### config.mk
export PLATFORM = sky130hd
export DESIGN_NAME = image_stream_proc_flat
export DESIGN_NICKNAME = d
export VERILOG_FILES = /design/src/rtl/image_stream_proc_if.sv /design/src/rtl/image_stream_proc.sv /design/src/flat_wrapper.sv
export SDC_FILE = /design/constraint.sdc
export NUM_CORES = 1
export LEC_CHECK = 0
export BUFFER_PORTS_ARGS = -buffer_cell sky130_fd_sc_hd__buf_4
export CORE_AREA = 2 2 180 182
export DETAILED_ROUTE_END_ITERATION = 6
export DIE_AREA = 0 0 182 184
export PLACE_DENSITY = 0.84
export REMOVE_ABC_BUFFERS = 1
export SLEW_MARGIN = 20
export SYNTH_ARGS = -nofsm -noshare
export SYNTH_HDL_FRONTEND = slang
export SYNTH_SLANG_ARGS = --single-unit
### constraint.sdc
create_clock -name HCLK -period 9.2 [get_ports HCLK]
set_input_delay 0.46 -clock HCLK [delete_from_list [all_inputs] [get_ports HCLK]]
set_output_delay 0.46 -clock HCLK [all_outputs]
set_load 0.05 [all_outputs]
### src/rtl/image_stream_proc_if.sv
// Pixel-memory read port and processed-pixel output stream of image_stream_proc.
// The master side is the frame reader; the slave side is memory plus the downstream sink.
`timescale 1ns/1ps
interface image_stream_proc_if #(
    parameter int PPC = 2,
    parameter int AW  = 2
);
    logic              mem_en;
    logic [AW-1:0]     mem_addr;
    logic [24*PPC-1:0] mem_rdata;
    logic              out_valid;
    logic              out_ready;
    logic [24*PPC-1:0] out_data;
    logic              out_sol;
    logic              out_eol;
    logic              out_eof;

    modport master (
        output mem_en, mem_addr, out_valid, out_data, out_sol, out_eol, out_eof,
        input  mem_rdata, out_ready
    );

    modport slave (
        input  mem_en, mem_addr, out_valid, out_data, out_sol, out_eol, out_eof,
        output mem_rdata, out_ready
    );
endinterface

### src/rtl/image_stream_proc.sv
// Frame reader: VSYNC/HBLANK/LINE timing, word fetches from a synchronous pixel memory,
// runtime point operation, and a 2-entry fall-through output buffer with backpressure.
`timescale 1ns/1ps
module image_stream_proc #(
    parameter int WIDTH          = 540,
    parameter int HEIGHT         = 360,
    parameter int PPC            = 2,
    parameter int START_UP_DELAY = 100,
    parameter int HSYNC_DELAY    = 160,
    parameter bit BOTTOM_UP      = 1'b1,
    parameter int AW             = $clog2(WIDTH*HEIGHT/PPC)
) (
    input  logic                       HCLK,
    input  logic                       HRESETn,
    input  logic                       start,
    input  logic [1:0]                 mode,
    input  logic                       sign,
    input  logic [7:0]                 value,
    input  logic [7:0]                 threshold,
    image_stream_proc_if.master        bus,
    output logic                       VSYNC,
    output logic                       HSYNC,
    output logic                       busy,
    output logic                       ctrl_done
);
    localparam int WPL  = WIDTH / PPC;
    localparam int CW   = (WPL > 1) ? $clog2(WPL) : 1;
    localparam int RW   = (HEIGHT > 1) ? $clog2(HEIGHT) : 1;
    localparam int DMAX = (START_UP_DELAY > HSYNC_DELAY) ? START_UP_DELAY : HSYNC_DELAY;
    localparam int DW   = $clog2(DMAX + 1);
    localparam int BW   = 24 * PPC;
    localparam int FW   = BW + 3;

    typedef enum logic [2:0] {S_IDLE, S_VSYNC, S_HBLANK, S_LINE, S_DRAIN} state_t;

    state_t            state_q, state_d;
    logic [DW-1:0]     dcnt_q;
    logic [CW-1:0]     col_q;
    logic [RW-1:0]     row_q;
    logic [1:0]        mode_q;
    logic              sign_q;
    logic [7:0]        value_q;
    logic [7:0]        thr_q;
    logic              done_q;
    logic              vld_p1_q;
    logic [2:0]        flg_p1_q;
    logic [FW-1:0]     fifo_q [2];
    logic              wr_q, rd_q;
    logic [1:0]        cnt_q;

    logic              accept, issue, pop, push, fpop, last_col, last_row, out_vld;
    logic [2:0]        occ;
    logic [RW-1:0]     row_eff;
    logic [AW-1:0]     addr;
    logic [BW-1:0]     proc_p1;
    logic [FW-1:0]     head;

    function automatic logic [7:0] sat_u8(input logic signed [9:0] v);
        if (v < 10'sd0)
            return 8'd0;
        else if (v > 10'sd255)
            return 8'd255;
        return v[7:0];
    endfunction

    function automatic logic [7:0] bright(input logic [7:0] c, input logic add, input logic [7:0] off);
        logic signed [9:0] a, b;
        a = $signed({2'b00, c});
        b = $signed({2'b00, off});
        return sat_u8(add ? a + b : a - b);
    endfunction

    function automatic logic [23:0] proc_pixel(input logic [23:0] px, input logic [1:0] m,
                                               input logic s, input logic [7:0] v,
                                               input logic [7:0] t);
        logic [9:0] sum, gray;
        logic [7:0] lvl;
        sum  = 10'(px[23:16]) + 10'(px[15:8]) + 10'(px[7:0]);
        gray = sum / 10'd3;
        case (m)
            2'd1: return {bright(px[23:16], s, v), bright(px[15:8], s, v), bright(px[7:0], s, v)};
            2'd2: begin
                lvl = sat_u8($signed(10'd255 - gray));
                return {lvl, lvl, lvl};
            end
            2'd3: begin
                lvl = (gray > {2'b00, t}) ? 8'd255 : 8'd0;
                return {lvl, lvl, lvl};
            end
            default: return px;
        endcase
    endfunction

    // Control decode; occupancy counts the beat leaving this cycle so fetches stream back-to-back.
    assign accept   = (state_q == S_IDLE) && start && !done_q;
    assign out_vld  = (cnt_q != 2'd0) || vld_p1_q;
    assign pop      = out_vld && bus.out_ready;
    assign occ      = 3'(cnt_q) + 3'(vld_p1_q) - 3'(pop);
    assign issue    = (state_q == S_LINE) && (occ <= 3'd1);
    assign last_col = (col_q == CW'(WPL - 1));
    assign last_row = (row_q == RW'(HEIGHT - 1));
    assign row_eff  = BOTTOM_UP ? (RW'(HEIGHT - 1) - row_q) : row_q;
    assign addr     = AW'(row_eff) * AW'(WPL) + AW'(col_q);

    always_ff @(posedge HCLK or negedge HRESETn) begin
        if (!HRESETn) state_q <= S_IDLE;
        else          state_q <= state_d;
    end

    always_comb begin
        state_d = state_q;
        unique case (state_q)
            S_IDLE:   if (accept) state_d = S_VSYNC;
            S_VSYNC:  if (dcnt_q == DW'(START_UP_DELAY - 1)) state_d = S_HBLANK;
            S_HBLANK: if (dcnt_q == DW'(HSYNC_DELAY - 1)) state_d = S_LINE;
            S_LINE:   if (issue && last_col) state_d = last_row ? S_DRAIN : S_HBLANK;
            S_DRAIN:  if (occ == 3'd0) state_d = S_IDLE;
            default:  state_d = S_IDLE;
        endcase
    end

    always_comb begin
        VSYNC        = (state_q == S_VSYNC);
        HSYNC        = (state_q == S_LINE);
        busy         = (state_q != S_IDLE);
        bus.mem_en   = issue;
        bus.mem_addr = issue ? addr : '0;
    end

    always_ff @(posedge HCLK or negedge HRESETn) begin
        if (!HRESETn) begin
            dcnt_q  <= '0;
            col_q   <= '0;
            row_q   <= '0;
            mode_q  <= '0;
            sign_q  <= 1'b0;
            value_q <= '0;
            thr_q   <= '0;
            done_q  <= 1'b0;
        end else begin
            done_q <= (state_q == S_DRAIN) && (state_d == S_IDLE);
            if (state_d != state_q)
                dcnt_q <= '0;
            else if (state_q == S_VSYNC || state_q == S_HBLANK)
                dcnt_q <= dcnt_q + DW'(1);
            if (accept) begin
                col_q   <= '0;
                row_q   <= '0;
                mode_q  <= mode;
                sign_q  <= sign;
                value_q <= value;
                thr_q   <= threshold;
            end else if (issue) begin
                col_q <= last_col ? '0 : col_q + CW'(1);
                if (last_col) row_q <= row_q + RW'(1);
            end
        end
    end

    // Stage p1: read returning from memory, processed in its arrival cycle.
    always_ff @(posedge HCLK or negedge HRESETn) begin
        if (!HRESETn) vld_p1_q <= 1'b0;
        else          vld_p1_q <= issue;
    end

    always_ff @(posedge HCLK) begin
        flg_p1_q <= {col_q == '0, last_col, last_col && last_row};
    end

    always_comb begin
        proc_p1 = '0;
        for (int k = 0; k < PPC; k++)
            proc_p1[24*k +: 24] = proc_pixel(bus.mem_rdata[24*k +: 24], mode_q, sign_q, value_q, thr_q);
    end

    // Output buffer: an arriving beat bypasses straight out when the buffer is empty and taken.
    assign push = vld_p1_q && ((cnt_q != 2'd0) || !bus.out_ready);
    assign fpop = pop && (cnt_q != 2'd0);
    assign head = (cnt_q != 2'd0) ? fifo_q[rd_q] : {flg_p1_q, proc_p1};

    always_ff @(posedge HCLK or negedge HRESETn) begin
        if (!HRESETn) begin
            cnt_q <= '0;
            wr_q  <= 1'b0;
            rd_q  <= 1'b0;
        end else begin
            cnt_q <= cnt_q + 2'(push) - 2'(fpop);
            if (push) wr_q <= ~wr_q;
            if (fpop) rd_q <= ~rd_q;
        end
    end

    always_ff @(posedge HCLK) begin
        if (push) fifo_q[wr_q] <= {flg_p1_q, proc_p1};
    end

    assign bus.out_valid = out_vld;
    assign bus.out_data  = out_vld ? head[BW-1:0] : '0;
    assign bus.out_sol   = out_vld && head[FW-1];
    assign bus.out_eol   = out_vld && head[FW-2];
    assign bus.out_eof   = out_vld && head[FW-3];
    assign ctrl_done     = done_q;
endmodule

### src/flat_wrapper.sv
// flat-port wrapper written by rule: the top's interface ports become plain ports
module image_stream_proc_flat 
#(
    parameter int WIDTH          = 540,
    parameter int HEIGHT         = 360,
    parameter int PPC            = 2,
    parameter int START_UP_DELAY = 100,
    parameter int HSYNC_DELAY    = 160,
    parameter bit BOTTOM_UP      = 1'b1,
    parameter int AW             = $clog2(WIDTH*HEIGHT/PPC)
)
  (HCLK, HRESETn, start, mode, sign, value, threshold, VSYNC, HSYNC, busy, ctrl_done, bus_mem_en, bus_mem_addr, bus_out_valid, bus_out_data, bus_out_sol, bus_out_eol, bus_out_eof, bus_mem_rdata, bus_out_ready);
  image_stream_proc_if #(.PPC(PPC), .AW(AW)) bus_i ();
  input  logic HCLK;
  input  logic HRESETn;
  input  logic start;
  input  logic [1:0] mode;
  input  logic sign;
  input  logic [7:0] value;
  input  logic [7:0] threshold;
  output logic VSYNC;
  output logic HSYNC;
  output logic busy;
  output logic ctrl_done;
  output wire logic [$bits(bus_i.mem_en)-1:0] bus_mem_en;
  output wire logic [$bits(bus_i.mem_addr)-1:0] bus_mem_addr;
  output wire logic [$bits(bus_i.out_valid)-1:0] bus_out_valid;
  output wire logic [$bits(bus_i.out_data)-1:0] bus_out_data;
  output wire logic [$bits(bus_i.out_sol)-1:0] bus_out_sol;
  output wire logic [$bits(bus_i.out_eol)-1:0] bus_out_eol;
  output wire logic [$bits(bus_i.out_eof)-1:0] bus_out_eof;
  input wire logic [$bits(bus_i.mem_rdata)-1:0] bus_mem_rdata;
  input wire logic [$bits(bus_i.out_ready)-1:0] bus_out_ready;
  assign bus_mem_en = bus_i.mem_en;
  assign bus_mem_addr = bus_i.mem_addr;
  assign bus_out_valid = bus_i.out_valid;
  assign bus_out_data = bus_i.out_data;
  assign bus_out_sol = bus_i.out_sol;
  assign bus_out_eol = bus_i.out_eol;
  assign bus_out_eof = bus_i.out_eof;
  assign bus_i.mem_rdata = bus_mem_rdata;
  assign bus_i.out_ready = bus_out_ready;
  image_stream_proc #(.WIDTH(WIDTH), .HEIGHT(HEIGHT), .PPC(PPC), .START_UP_DELAY(START_UP_DELAY), .HSYNC_DELAY(HSYNC_DELAY), .BOTTOM_UP(BOTTOM_UP), .AW(AW)) u_core (.HCLK(HCLK), .HRESETn(HRESETn), .start(start), .mode(mode), .sign(sign), .value(value), .threshold(threshold), .bus(bus_i), .VSYNC(VSYNC), .HSYNC(HSYNC), .busy(busy), .ctrl_done(ctrl_done));
endmodule
==> flow_metrics.py, run 1 <==
metrics = {
    "synth": {
        "syn_avg_cell_area_sq_um": 9.080,
        "synth_ff_type": "edfxtp_1",
        "synth_top_area_cell": "edfxtp_1",
        "ys_types": 102,
        "yosys.area.top_type_share_pct": 18.56,
        "synth-edff-count": 102,
        "seq_area_frac_synth_pct": 27.11,
        "synth_warnings": 0,
        "synth.area.top_cells": "edfxtp_1 (19%), ha_1 (15%), dfrtp_1 (8.2%)",
        "ys_ff_latch": 159,
        "async_flop_share_pct": 33.96,
        "syn_area_sq_um": 16510,
        "synthCells": 1818,
    },
    "sta": {
        "setup_ws_ns": 0.4355,
        "worst_pin_slew_ns": 1.058,
        "fmax_mhz": 114.1,
        "post-route-period-util_pct": 95.27,
        "slew_viol_final": 0,
        "min_period_ns": 8.765,
        "finalSetupViolCount": 0,
        "fin_skew_ns": 0.01519,
        "fin_worst_hold_slack_ns": 0.08228,
        "relSlewSlack_pct": 29.47,
        "hold_viol": 0,
    },
    "critical_path": {
        "max_stage_delay_ns": 0.40,
        "critPathMaxFanout": 14,
        "cp_common_cell": "o21a_1",
        "crit_type": "input port to output port",
        "critPathSlowestCell": "fa_1",
        "critPathLaunchType": "input port",
        "endpoint_kind": "output port",
        "cp.required_ns": 8.74,
        "cp.arrival_ns": 8.30,
    },
    "detailed_routing": {
        "viasPerCell": 6.192,
        "drc": 0,
        "postRouteAntennaNets": 0,
        "drt-pass1-iter-count": 5,
        "routedWlPerCell_microns": 19.58,
        "num_vias": 14614,
        "wirelength_microns": 46200,
        "first_iter_violations": 1383,
    },
    "floorplanning": {
        "core_area_sq_um": 31390,
        "io_pins": 145,
        "die_x_microns": 182,
        "rows": 65,
        "design.die.area_sq_um": 33490,
        "die_h_microns": 184,
        "start_util_pct": 52.58,
    },
    "layout": {
        "final_common_cell": "ha_1",
        "drive_above_1_share_pct": 15.17,
        "final_cell_mix": "ha_1 (202), buf_4 (174), a21oi_1 (160), inv_1 (142), nor2_1 (138)",
        "area_growth_pct": 13.76,
        "antennaDiodeCount": 0,
        "nets": 2248,
        "final_cell_area_sq_um": 18780,
        "stdcell_count": 2360,
    },
    "pwr": {
        "ir_drop_v": 0.0003806,
        "p_leak_nw": 8.412,
        "p_total_mw": 5.790,
        "p_per_area_nw_per_um2": 308.3,
    },
    "grt": {
        "antenna_found_initial": 1,
        "grt-ovfl-total": 0,
        "grt_max_degree": 76,
        "grt_pass1_wl_microns": 73200,
        "grt_pass1_vias": 14284,
        "grt_usage_pct": 27.31,
    },
    "run": {
        "cap_violations": 0,
    },
    "min_path": {
        "min-delay-path-class": "input port to asynchronous set/reset pin",
    },
    "place": {
        "dp_cells": 2314,
        "place_ws_ns": 0.1143,
        "place_area_sq_um": 17890,
        "io_buffers": 144,
        "place.gp.congestion": 0.9523,
        "dp_hpwl_microns": 34210,
    },
    "clock_tree": {
        "insertion_delay_ns": 0.45,
        "cts_tree": "yes",
        "clock_path_buffers": 2,
        "cts_buffers": 17,
        "clockRootBuffer": "clkbuf_16",
        "cts_max_level": 4,
        "clk_pin_slew_worst_paths_ns": 0.07,
        "cts_sinks": 159,
    },
    "run_status": {
        "outcome": "finished clean",
    },
}
## report_power, final
part           total, mW  switching [mW]  internal [mW]  leakage [nW]
registers           1.06          0.0758          0.988          1.63
logic               3.97            2.59           1.37          6.47
clock network      0.761           0.334          0.427         0.309
total               5.79            3.00           2.79          8.41
## state kept, by name, summed over array words and instances (netlist names), 3 cells and up
name,count
u_core.state_q,3
u_core.dcnt_q,8
u_core.value_q,8
u_core.fifo_q,102
u_core.row_q,9
u_core.col_q,9
u_core.flg_p1_q,3
u_core.thr_q,8
## synthesized netlist by cell type, types with 10 or more instances
library cell / count
a21o_1: 61
o21a_1: 28
fa_1: 28
xor2_1: 37
a211oi_1: 16
inv_1: 142
ha_1: 204
nand2_1: 103
nand2b_1: 11
edfxtp_1: 102
and2_1: 16
nor3_1: 28
o22a_1: 26
nor2b_1: 23
o2bb2ai_1: 34
nor2_1: 141
nand4_1: 15
dfrtp_1: 54
clkbuf_1: 46
o21bai_1: 50
mux2i_1: 61
xnor2_1: 72
o21ai_0: 104
a211o_1: 10
a21oi_1: 162
nand3_1: 27
## area by class of cell
type	instances	area (sq um)
tap	402	503.0
inverter	142	533.0
sequential	159	4477
multi-input combinational	1450	11310
clock inverter	14	168.9
fill	2638	12610
clock buffer	18	450.4
timing repair buffer	175	1339
## what timing repair did
action / 4_1_cts / 5_1_grt
hold buffers: 0 / 0
resized for setup: 0 / 31
endpoints found under the setup margin: 0 / 47
buffers inserted: 0 / 13
## critical path: cells and delay by family
| kind | cells | cell delay (ns) |
|---|---|---|
| AOI/OAI and AO/OA | 19 | 3.59 |
| adders and majority gates | 5 | 1.31 |
| and+or+nand+nor | 11 | 1.27 |
| buffers and inverters | 6 | 0.98 |
| xor gates and xnor gates | 2 | 0.40 |
| muxes | 1 | 0.26 |
## per-stage QoR
stage                     utilization [%]  setup TNS [ns]
after floorplan                         -               0
after global placement              57.00               0
after detailed placement            57.00               0
after CTS                           58.98               0
after global routing                59.82          -1.019
final                               59.82               0
## layer usage
layer	part of all wire, %	GRT usage (%)	vias up
met5	0.028	0	-
met3	7.3	5.170	138
met1	42	34.69	6945
met2	46	45.27	653
li1	-	-	6876
met4	4.0	12.39	2
## kinds of logic (layout without fill, tap and decap cells)
logic type               Yosys count  after routing  synth area share [%]
AND/OR/NAND/NOR                  442            443                 13.29
adder cells (fa/ha/maj)          232            232                 18.86
AO/OA/AOI/OAI                    601            601                 25.50
multiplexers                      65             65                 3.972
XOR/XNOR                         109            109                 5.783
buffers and inverters            210            349                 5.495
flip-flops                       159            159                 27.11
## final timing paths
| path | slack (ns) | endpoint | cells after the start | start |
|---|---|---|---|---|
| setup / recovery | 0.44 | bus_out_data[6] | 44 | bus_mem_rdata[16] |
| hold reg to reg | 0.46 | u_core.fifo_q[1][48] | 0 | u_core.flg_p1_q[0] |
| hold / removal | 0.08 | u_core.cnt_q[1] | 1 | HRESETn |
| min in group HCLK | 0.22 | u_core.thr_q[4] | 3 | threshold[4] |
| max in group asynchronous | 8.54 | u_core.sign_q | 1 | HRESETn |
| setup reg to reg | 4.44 | u_core.fifo_q[0][16] | 12 | u_core.value_q[1] |
Note: power is estimated with default switching activity, not from simulation.
==> inputs of run 2 (changes only) <==
--- a/config.mk
+++ b/config.mk
@@ -6,10 +6,11 @@
 export NUM_CORES = 1
 export LEC_CHECK = 0
 export BUFFER_PORTS_ARGS = -buffer_cell sky130_fd_sc_hd__buf_4
-export CORE_AREA = 2 2 180 182
+export CORE_AREA = 2 2 238 240
+export CTS_CLUSTER_DIAMETER = 50
 export DETAILED_ROUTE_END_ITERATION = 6
-export DIE_AREA = 0 0 182 184
-export PLACE_DENSITY = 0.84
+export DIE_AREA = 0 0 240 242
+export PLACE_DENSITY = 0.5
 export REMOVE_ABC_BUFFERS = 1
 export SLEW_MARGIN = 20
 export SYNTH_ARGS = -nofsm -noshare
==> run 2 against run 1 <==
  * First-iteration DRC count fell by 35%
  * Clock-buffer cell count down 1
  * Die area grew 73%
  * Maximum frequency increased by 1.7%
  * Utilization fell by 25 points
  * Critical endpoint is now bus_out_data[29]
  * Clock power about the same
  * Sequential share of layout area is 0.56 points lower
  * Combinational power grew 2%
  * Critical path type unchanged
  * Worst hold slack worse by 0.023 ns
  * Setup slack gained 0.15 ns
  * Sequential power about the same
==> flow_metrics.py, run 2 (same netlist as run 1, synthesis figures left out) <==
metrics = {
    "run_status": {
        "outcome": "finished clean",
    },
    "grt": {
        "grt_pass1_wl_microns": 80210,
        "grt_pass1_vias": 14162,
        "antenna_found_initial": 0,
        "grt_max_degree": 92,
        "grt_usage_pct": 17.75,
        "grt-ovfl-total": 0,
    },
    "critical_path": {
        "critPathSlowestCell": "or4b_1",
        "cp.arrival_ns": 8.16,
        "endpoint_kind": "output port",
        "cp.required_ns": 8.74,
        "timing.rr.start": "u_core.cnt_q[1]",
        "critPathLaunchType": "input port",
        "max_stage_delay_ns": 0.50,
        "r2r_cells": 17,
        "crit_type": "input port to output port",
        "cp_common_cell": "o21a_1",
        "r2r_slack_ns": 4.28,
        "setup.worst_path.start": "bus_mem_rdata[40]",
        "critPathMaxFanout": 12,
        "worstReg2RegEnd": "u_core.dcnt_q[3]",
    },
    "floorplanning": {
        "start_util_pct": 29.62,
        "die_h_microns": 242,
        "core_area_sq_um": 55730,
        "rows": 87,
        "design.die.area_sq_um": 58080,
        "io_pins": 145,
        "die_x_microns": 240,
    },
    "clock_tree": {
        "clock_path_buffers": 2,
        "cts_sinks": 159,
        "cts_buffers": 17,
        "insertion_delay_ns": 0.48,
        "clockRootBuffer": "clkbuf_16",
        "clk_pin_slew_worst_paths_ns": 0.07,
        "cts_max_level": 4,
        "cts_tree": "yes",
    },
    "place": {
        "place.gp.congestion": 0.8677,
        "io_buffers": 144,
        "dp_hpwl_microns": 39430,
        "dp_cells": 2673,
        "place_area_sq_um": 18360,
    },
    "detailed_routing": {
        "drc": 0,
        "viasPerCell": 5.232,
        "postRouteAntennaNets": 0,
        "num_vias": 14215,
        "routedWlPerCell_microns": 19.05,
        "drt-pass1-iter-count": 5,
        "wirelength_microns": 51760,
        "first_iter_violations": 893,
    },
    "sta": {
        "fmax_mhz": 116.1,
        "min_period_ns": 8.616,
        "worst_pin_slew_ns": 0.9498,
        "fin_skew_ns": 0.01190,
        "slew_viol_final": 0,
        "rsz0062_at_grt": "yes",
        "finalSetupViolCount": 0,
        "hold_viol": 0,
        "relSlewSlack_pct": 36.68,
        "post-route-period-util_pct": 93.66,
    },
    "layout": {
        "largest_reg_flops": 102,
        "final_common_cell": "ha_1",
        "stdcell_count": 2717,
        "nets": 2251,
        "antennaDiodeCount": 0,
        "regMostFlops": "u_core.fifo_q",
        "area_growth_pct": 16.47,
        "reg.largest.list": "u_core.fifo_q: 102 flops, u_core.col_q: 9 flops, u_core.row_q: 9 flops",
        "final_cell_area_sq_um": 19230,
        "final_cell_mix": "ha_1 (200), buf_4 (179), a21oi_1 (159), inv_1 (142), nor2_1 (140)",
        "drive_above_1_share_pct": 15.40,
    },
    "min_path": {
        "min-delay-path-class": "input port to asynchronous set/reset pin",
    },
    "pwr": {
        "p_per_area_nw_per_um2": 305.1,
        "p_leak_nw": 8.390,
        "ir_drop_v": 0.0004386,
    },
    "run": {
        "cap_violations": 0,
    },
}
run 2: changes by cell type in the layout (fill, tap and decap cells not counted), sizes merged:
cell | previous run | this run
bufbuf | 1 | 0
clkinv | 3 | 6
inv | 151 | 146
buf | 174 | 179
bufinv | 2 | 3
clkinvlp | 0 | 2
nor2 | 144 | 143
clkbuf | 18 | 17
run 2: worst max-delay path: cells and delay by family:
family	cells	cell delay, ns
AO/OA/AOI/OAI	19	3.63
buffers and inverters	4	0.46
XOR/XNOR	1	0.14
adder cells (fa/ha/maj)	5	1.48
AND/OR/NAND/NOR	9	2.01
run 2: worst max-delay path by stage:
stage | to | slack, ns | depth (start not counted)
6_report | bus_out_data[29] | 0.58 | 38
3_3_place_gp | bus_out_data[29] | 0.32 | 39
3_5_place_dp | bus_out_data[29] | 0.19 | 38
2_1_floorplan | bus_out_data[1] | 0.28 | 36
4_1_cts | bus_out_data[29] | 0.17 | 38
5_1_grt | bus_out_data[8] | -0.05 | 42
run 2: layer usage:
| metal | global-route usage [%] | wire length (microns) | up-vias |
|---|---|---|---|
| met4 | 4.604 | 841 | 0 |
| met5 | 0 | 0 | - |
| met2 | 29.86 | 24560 | 371 |
| li1 | - | - | 6903 |
| met1 | 23.64 | 23890 | 6888 |
| met3 | 2.644 | 2460 | 53 |
run 2: timing repair:
action                                  4_1_cts  5_1_grt
setup buffers                                 0       12
hold buffers                                  0        0
endpoints found under the setup margin        0       48
resized for setup                             0       38
run 2: area by class of cell:
| type | count | area (sq um) |
|---|---|---|
| Inverter | 142 | 533.0 |
| Clock buffer | 17 | 425.4 |
| Sequential cell | 159 | 4477 |
| Clock inverter | 15 | 183.9 |
| Timing Repair Buffer | 179 | 1344 |
| Multi-Input combinational cell | 1449 | 11320 |
| Fill cell | 5808 | 36510 |
| Tap cell | 756 | 945.9 |
run 2: per-stage QoR:
stage               setup slack, ns  utilization [%]  hold slack (ns)  total power [mW]  TNS, ns
floorplan                    0.2757                -           0.1644             3.819        0
global placement             0.3189            32.95           0.4385             4.950        0
detailed placement           0.1851            32.95           0.4475             4.993        0
CTS                          0.1684            34.04          0.08215             5.778        0
global route               -0.05241            34.50           0.1194             6.252  -0.2499
finish                       0.5836            34.50          0.05900             5.867        0
run 2: where the power goes:
| group | switching, mW | internal, mW | leakage (nW) |
|---|---|---|---|
| Combinational | 2.64 | 1.39 | 6.46 |
| Clock | 0.332 | 0.430 | 0.296 |
| Sequential | 0.0884 | 0.988 | 1.63 |
